**src/rtl/bcd_stopwatch_pkg.sv**
```systemverilog
// Shared types and digit limits for the BCD stopwatch.
package stopwatch_pkg;

    typedef enum logic [1:0] {
        IDLE  = 2'd0,
        RUN   = 2'd1,
        PAUSE = 2'd2
    } sw_state_e;

    localparam logic [3:0] ONES_MAX = 4'd9;
    localparam logic [3:0] TENS_MAX = 4'd5;

endpackage

```
**src/rtl/bcd_stopwatch_digit.sv**
```systemverilog
// One BCD digit: mod-(MAX+1) counter with carry out when it rolls over.
module bcd_digit
    import stopwatch_pkg::*;
#(
    parameter logic [3:0] MAX = ONES_MAX
) (
    input  logic       clk_i,
    input  logic       rst_i,
    input  logic       clear_i,
    input  logic       enable_i,
    output logic [3:0] value_o,
    output logic       carry_o
);

    logic [3:0] value_q, value_d;

    // >= keeps the digit legal even if it were ever out of range
    assign carry_o = enable_i && (value_q >= MAX);
    assign value_o = value_q;

    always_comb begin
        value_d = value_q;
        if (clear_i) begin
            value_d = 4'd0;
        end else if (enable_i) begin
            value_d = (value_q >= MAX) ? 4'd0 : value_q + 4'd1;
        end
    end

    always_ff @(posedge clk_i) begin
        if (rst_i) value_q <= 4'd0;
        else       value_q <= value_d;
    end

endmodule

```
**src/rtl/bcd_stopwatch.sv**
```systemverilog
// MM:SS stopwatch advanced by rising edges of an in-domain tick level.
module bcd_stopwatch
    import stopwatch_pkg::*;
#(
    parameter int TICKS_PER_SEC = 100
) (
    input  logic        clock_in,
    input  logic        reset,
    input  logic        tick_in,
    input  logic        start_stop,
    input  logic        clear,
    output logic [15:0] bcd_out,
    output logic        running,
    output logic        sec_pulse,
    output logic        wrap
);

    localparam int PW = (TICKS_PER_SEC > 1) ? $clog2(TICKS_PER_SEC) : 1;
    localparam logic [PW-1:0] PRE_LAST = PW'(TICKS_PER_SEC - 1);

    sw_state_e     state_q, state_d;
    logic [PW-1:0] pre_q, pre_d;
    logic          tick_q;
    logic          sec_pulse_q, wrap_q;
    logic          tick_edge, count_en, adv;
    logic [4:0]    en;
    logic [3:0][3:0] digits;

    // Edge in the same cycle as the start_stop leaving RUN still counts
    assign tick_edge = tick_in && !tick_q;
    assign count_en  = (state_q == RUN) && tick_edge && !clear;
    assign adv       = count_en && (pre_q == PRE_LAST);

    always_comb begin
        state_d = state_q;
        if (clear) begin
            state_d = IDLE;
        end else if (start_stop) begin
            case (state_q)
                IDLE:    state_d = RUN;
                RUN:     state_d = PAUSE;
                PAUSE:   state_d = RUN;
                default: state_d = IDLE;
            endcase
        end
    end

    always_comb begin
        pre_d = pre_q;
        if (clear || state_q == IDLE) begin
            pre_d = '0;
        end else if (count_en) begin
            pre_d = adv ? '0 : pre_q + PW'(1);
        end
    end

    always_ff @(posedge clock_in) begin
        if (reset) begin
            state_q     <= IDLE;
            pre_q       <= '0;
            tick_q      <= 1'b0;
            sec_pulse_q <= 1'b0;
            wrap_q      <= 1'b0;
        end else begin
            state_q     <= state_d;
            pre_q       <= pre_d;
            tick_q      <= tick_in;
            sec_pulse_q <= adv;
            wrap_q      <= en[4];
        end
    end

    // Digit 0 = sec ones ... digit 3 = min tens; carries ripple upward
    assign en[0] = adv;

    for (genvar g = 0; g < 4; g++) begin : g_dig
        bcd_digit #(
            .MAX((g % 2 == 0) ? ONES_MAX : TENS_MAX)
        ) u_dig (
            .clk_i   (clock_in),
            .rst_i   (reset),
            .clear_i (clear),
            .enable_i(en[g]),
            .value_o (digits[g]),
            .carry_o (en[g+1])
        );
    end

    assign bcd_out   = digits;
    assign running   = (state_q == RUN);
    assign sec_pulse = sec_pulse_q;
    assign wrap      = wrap_q;

endmodule

```
**config.mk**
```make
export PLATFORM = sky130hd
export DESIGN_NAME = bcd_stopwatch
export DESIGN_NICKNAME = d
export VERILOG_FILES = /design/src/rtl/bcd_stopwatch_pkg.sv /design/src/rtl/bcd_stopwatch_digit.sv /design/src/rtl/bcd_stopwatch.sv
export SDC_FILE = /design/constraint.sdc
export NUM_CORES = 1
export LEC_CHECK = 0
export ABC_AREA = 1
export CAP_MARGIN = 20
export CORE_MARGIN = 10
export CORE_UTILIZATION = 43
export DETAILED_ROUTE_END_ITERATION = 8
export HOLD_SLACK_MARGIN = 0.06
export PLACE_DENSITY = 0.64
export SLEW_MARGIN = 10
export SYNTH_ARGS = -nofsm -noshare
export SYNTH_HDL_FRONTEND = slang
export SYNTH_HIERARCHICAL = 1
export SYNTH_SLANG_ARGS = --single-unit
```
**constraint.sdc**
```tcl
create_clock -name clock_in -period 5.2 [get_ports clock_in]
set_input_delay 0.52 -clock clock_in [delete_from_list [all_inputs] [get_ports clock_in]]
set_output_delay 0.52 -clock clock_in [all_outputs]
set_load 0.01 [all_outputs]
```
==> out/results.txt, run 1 <==
max cap viols: 0
Ys Warns: 6
n_diodes: 0
via count: 1,270
total grt overflow: 0
synth-to-layout area growth: 19.79%
Critical Path RT: 5.48 ns
Synth cell types: 19
num ports: 24
post_cts resized: 0
# clock sinks: 28
ranking of synthesized cells by area: dfxtp_1 (36%), nand2_1 (12%), ha_1 (10%), inv_1 (9.4%), nor2_1 (9.1%)
top_reg_cell synth: dfxtp_1
Initial Utilization: 0.4571
gr usage total: 0.08743
final net count: 268
core area: 3416 um^2
number of port buffers: 23
Synth top area share: 0.3590
Skew-Pair Late Insertion Delay: 0.32 ns
Finish-stage setup viols: 0
Synth Cell Area: 1561 um^2
outcome: finished clean
Power Density: 181.8 nW/um^2
share of layout cells above drive strength 1: 0.09237
minimum clock period after layout: 2.857 ns
Worst Path Max Fanout: 12
f_max: 0.3500 GHz
Tightest Pin Transition: 0.4216 ns
crit path launch type: primary input
crit path capture type: flop
Final ANT Viol Nets: 0
routed wire length: 2827 um
ys async rst share: 0
Setup TNS: 0 ns
hold_buf cts: 0
Mapped Cells: 223
post-DR wirelength/cell: 9.583 um
most frequent cells in the layout: nand2_1 (50), inv_1 (39), nor2_1 (38), dfxtp_1 (28), clkdlybuf4s50_1 (23)
Die W: 80.26 um
Final Hold Fails: 0
Worst Path Class, Setup: primary input to flop
Via density: 4.305
RSZ-0062 raised after global routing: false
type of the worst min-delay path: flop to flop
die area: 6442 um^2
leakage: 0.7810 nW
first-pass GRT wire length: 4747 um
vias in the first global route: 1,132
DRC: 0
fillcell total: 336
crit path DAT: 3.13 ns
CTS max path bufs: 2
final cycle utilization of the critical path: 0.5494
Iter 0 DRT Violations: 63
Detailed Routing Iterations Pass 1: 4
CTS tree: done
most common cell after layout, fill and taps aside: nand2_1
num rows: 21
syn nets: 241
#FFs+latches synth: 28
area leader, netlist: dfxtp_1
Post-synth EDFFs: 0
Worst VDD drop: 0.2067 mV
final setup skew: 0.003893 ns
largest net degree at the start of global routing: 16
Mapped Avg Cell Area: 7.002 um^2
htree depth: 1
Final GP Congestion: 0.8243
DP Wirelength: 2243 um
Die Ht: 80.26 um
postcts setup bufs: 0
post-synthesis sequential area ratio: 0.3590
cts bufs inserted: 3
initial antenna violation count: 0
clock slew at reported path FFs: 0.15 ns
Slew Viols, Final: 0
Rel. slew slack: 0.7181
root buffer cell: clkbuf_4
Final Core Density: 0.5476
through the flow:
stage	std cells	power [mW]	hold slack [ns]	area, um^2	setup slack [ns]
after floorplan	223	0.2317	0.4512	1562	3.078
after global placement	291	0.2396	0.4785	1834	2.107
after detailed placement	291	0.2395	0.4763	1834	1.990
after CTS	295	0.3481	0.4969	1871	2.355
after global routing	295	0.3555	0.5157	1871	2.009
final	295	0.3400	0.4936	1871	2.343
flip-flops by register name (all words and copies together), names as in the netlist:
name	flops
g_dig.u_dig/value_o	16
pre_q	7
sec_pulse	1
wrap	1
state_q	2
tick_q	1
logic make-up (layout without fill, tap and decap cells):
family / count (synthesis) / after routing / synth area share
XOR/XNOR: 6 / 6 / 0.03365
buffers and inverters: 42 / 68 / 0.1082
AND/OR/NAND/NOR: 119 / 119 / 0.3405
AO/OA/AOI/OAI: 15 / 15 / 0.05449
adder cells (fa/ha/maj): 13 / 13 / 0.1042
flip-flops: 28 / 28 / 0.3590
final timing paths:
path,from,depth (start not counted),endpoint,slack [ns]
hold / removal,pre_q[6]$_SDFFE_PP0P_,2,pre_q[6]$_SDFFE_PP0P_,0.49
hold reg to reg,pre_q[6]$_SDFFE_PP0P_,2,pre_q[6]$_SDFFE_PP0P_,0.49
setup / recovery,clear,20,g_dig[3].u_dig/value_o[3]$_SDFFE_PP0P_,2.34
setup reg to reg,pre_q[0]$_SDFFE_PP0P_,19,g_dig[3].u_dig/value_o[3]$_SDFFE_PP0P_,2.80
power by group:
group          leakage (nW)  switching [mW]  internal, mW
clock network        0.0210          0.0624        0.0428
registers             0.226        0.000743         0.216
logic                 0.534          0.0108       0.00750
routing by layer:
layer	vias to the layer above	GRT usage	wire, um
met5	-	0	0
met4	0	0.02113	40
met3	4	0.03118	137
met2	15	0.1421	1184
met1	528	0.1071	1465
li1	723	-	-
cell type report:
class	instances	area, um^2	area share
Multi-Input combinational cell	153	832.0	0.4448
Sequential cell	28	560.5	0.2997
Timing Repair Buffer	23	230.2	0.1231
Inverter	41	153.9	0.08227
Tap cell	46	57.56	0.03077
Clock buffer	4	36.28	0.01940
synth_stat cells, types with 4 or more instances:
cell	count
nor2_4	4
xor2_1	4
ha_1	13
nand2_2	8
nor2_2	4
nand3_1	13
a21oi_1	6
inv_1	39
dfxtp_1	28
nand2_1	50
o21ai_0	6
nor2_1	38
critical path: stages:
cell and delay, ns:
clkdlybuf4s50_1 0.58, inv_1 0.11, nand3_1 0.11, nor2_4 0.26
nand2_1 0.18, inv_1 0.14, nand2_1 0.06, clkinv_1 0.05
nand2_2 0.05, inv_1 0.15, nand2_1 0.10, inv_1 0.11
nand2_1 0.06, clkinv_1 0.05, nand2_2 0.05, inv_1 0.16
nand2_2 0.08, nor2_2 0.08, nand3_1 0.09, a21oi_2 0.12
(Power assumes the default switching activity.)
==> run 2: changes to the inputs <==
- clock period: 5.2 -> 2.9 ns (I/O delays scaled with it)
==> out/results.txt, run 2 (synthesized netlist as in run 1, its figures left out) <==
hold_buf cts: 0 (unchanged)
Worst VDD drop: 0.3017 mV (was 0.2067 mV)
routed wire length: 2821 um (was 2827 um)
largest net degree at the start of global routing: 15 (was 16)
Detailed Routing Iterations Pass 1: 4 (unchanged)
first-pass GRT wire length: 5326 um (was 4747 um)
Initial Utilization: 0.4571 (unchanged)
num ports: 24 (unchanged)
crit path launch type: flop (was primary input)
number of flip-flops in the largest register: 16 (unchanged)
DP Wirelength: 2293 um (was 2243 um)
slowest CP cell: dfxtp_1 (was clkdlybuf4s50_1)
share of layout cells above drive strength 1: 0.09600 (was 0.09237)
most frequent cells in the layout: nand2_1 (50), inv_1 (39), nor2_1 (38), dfxtp_1 (28), clkdlybuf4s50_1 (23) (unchanged)
f_max: 0.4310 GHz
outcome: finished clean (unchanged)
CTS max path bufs: 2 (unchanged)
max cap viols: 0 (unchanged)
synth-to-layout area growth: 19.87% (was 19.79%)
core area: 3416 um^2 (unchanged)
n_diodes: 0 (unchanged)
Switch Pwr: 0.1314 mW (was 0.07396 mW)
Die W: 80.26 um (unchanged)
post-DR wirelength/cell: 9.530 um (was 9.583 um)
Worst Path Max Fanout: 6 (was 12)
Slew Viols, Final: 0 (unchanged)
Tightest Pin Transition: 0.4202 ns (was 0.4216 ns)
Skew-Pair Late Insertion Delay: 0.32 ns (about the same)
register share of total power: 0.667 (was 0.637)
Die Ht: 80.26 um (unchanged)
final setup skew: 0.003746 ns (was 0.003893 ns)
clock share of power: 0.274 (was 0.310)
Worst Path Class, Setup: flop to flop (was primary input to flop)
type of the worst min-delay path: flop to flop (unchanged)
Setup TNS: 0 ns (unchanged)
switching share of power: 0.2260 (was 0.2175)
die area: 6442 um^2 (unchanged)
htree depth: 1 (unchanged)
minimum clock period after layout: 2.320 ns
DRC: 0 (unchanged)
post_cts resized: 0 (unchanged)
Finish-stage setup viols: 0 (unchanged)
total grt overflow: 0 (unchanged)
Final Core Density: 0.5480 (was 0.5476)
Final GP Congestion: 0.8199 (was 0.8243)
via count: 1,284 (was 1,270)
# clock sinks: 28 (unchanged)
Rel. slew slack: 0.7190 (was 0.7181)
Int Power: 0.4501 mW (was 0.2661 mW)
gr usage total: 0.09898 (was 0.08743)
root buffer cell: clkbuf_4 (unchanged)
postcts setup bufs: 0 (unchanged)
initial antenna violation count: 0 (unchanged)
Critical Path RT: 3.17 ns (was 5.48 ns)
Max stage delay on crit path: 0.40 ns (was 0.58 ns)
vias in the first global route: 1,249 (was 1,132)
final cycle utilization of the critical path: 0.8002
RSZ-0062 raised after global routing: false (unchanged)
crit path capture type: flop (unchanged)
leakage: 0.7841 nW (was 0.7810 nW)
crit-path cells: ha_1, nand3_1, nor2_1, nand2_1, inv_1, nand2_1, clkinv_1, nand2_2, inv_1, nand2_1, inv_1, nand2_1, clkinv_1, nand2_2, inv_1, nand2_2, nor2_2, nand3_1, a21oi_2 (was clkdlybuf4s50_1, inv_1, nand3_1, nor2_4, nand2_1, inv_1, nand2_1, clkinv_1, nand2_2, inv_1, nand2_1, inv_1, nand2_1, clkinv_1, nand2_2, inv_1, nand2_2, nor2_2, nand3_1, a21oi_2)
Via density: 4.338 (was 4.305)
Final ANT Viol Nets: 0 (unchanged)
Final Hold Fails: 0 (unchanged)
clock slew at reported path FFs: 0.14 ns (was 0.15 ns)
Iter 0 DRT Violations: 69 (was 63)
Power Density: 310.7 nW/um^2 (was 181.8 nW/um^2)
crit path DAT: 2.59 ns (was 3.13 ns)
final net count: 270 (was 268)
cts bufs inserted: 3 (unchanged)
Comb power frac: 0.059 (was 0.054)
CTS tree: done (unchanged)
most common cell after layout, fill and taps aside: nand2_1 (unchanged)
number of port buffers: 23 (unchanged)
num rows: 21 (unchanged)
## run 2: changes by cell type in the layout (fill, tap and decap cells not counted)
| cell | delta |
|---|---|
| buf_4 | +2 |
| clkbuf_8 | -1 |
## run 2: worst paths after layout
path	startpoint	end	slack, ns	cells past startpoint
setup / recovery	pre_q[0]$_SDFFE_PP0P_	g_dig[3].u_dig/value_o[3]$_SDFFE_PP0P_	0.58	19
hold / removal	pre_q[6]$_SDFFE_PP0P_	pre_q[6]$_SDFFE_PP0P_	0.49	2
setup reg to reg	pre_q[0]$_SDFFE_PP0P_	g_dig[3].u_dig/value_o[3]$_SDFFE_PP0P_	0.58	19
hold reg to reg	pre_q[6]$_SDFFE_PP0P_	pre_q[6]$_SDFFE_PP0P_	0.49	2
## run 2: metal layers
layer,part of all wire,track usage,up-vias,wire [um]
met2,0.45,0.1661,17,1271
li1,-,-,725,-
met5,0,0,-,0
met4,0.0071,0.02465,0,20
met3,0.057,0.03563,2,161
met1,0.48,0.1164,540,1368
## run 2: layout make-up
| type | count | area [um^2] |
|---|---|---|
| multi-input cells | 153 | 832.0 |
| flip-flops and latches | 28 | 560.5 |
| clock buffers | 3 | 22.52 |
| inverters | 41 | 153.9 |
| well taps | 46 | 57.56 |
| repair buffers | 25 | 245.2 |
| fillers | 335 | 1544 |
## run 2: critical path, delay by kind of cell, from the launching register on
family / cells / cell delay, ns
simple gates: 11 / 0.89
fa+ha+maj: 1 / 0.25
buf+inv: 6 / 0.62
compound gates: 1 / 0.11
flops: 1 / 0.40
## run 2: power groups by stage
| stage | registers (mW) | clock network, mW | logic (mW) |
|---|---|---|---|
| 3_3_place_gp | 0.396 | 0 | 0.0347 |
| 5_1_grt | 0.389 | 0.181 | 0.0389 |
| 3_5_place_dp | 0.397 | 0 | 0.0345 |
| 4_1_cts | 0.388 | 0.171 | 0.0346 |
| 2_1_floorplan | 0.396 | 0 | 0.0192 |
| 6_report | 0.388 | 0.159 | 0.0341 |
## run 2: per-stage QoR
stage	hold slack [ns]	power (mW)	cells	setup slack (ns)	instance area, um^2
final	0.4926	0.5815	296	0.5796	1872
after global routing	0.5170	0.6084	296	0.2148	1872
after CTS	0.4984	0.5936	296	0.5317	1872
after detailed placement	0.4802	0.4310	293	0.3824	1849
after global placement	0.4728	0.4311	293	0.4230	1849
after floorplan	0.3612	0.4154	223	0.8359	1562
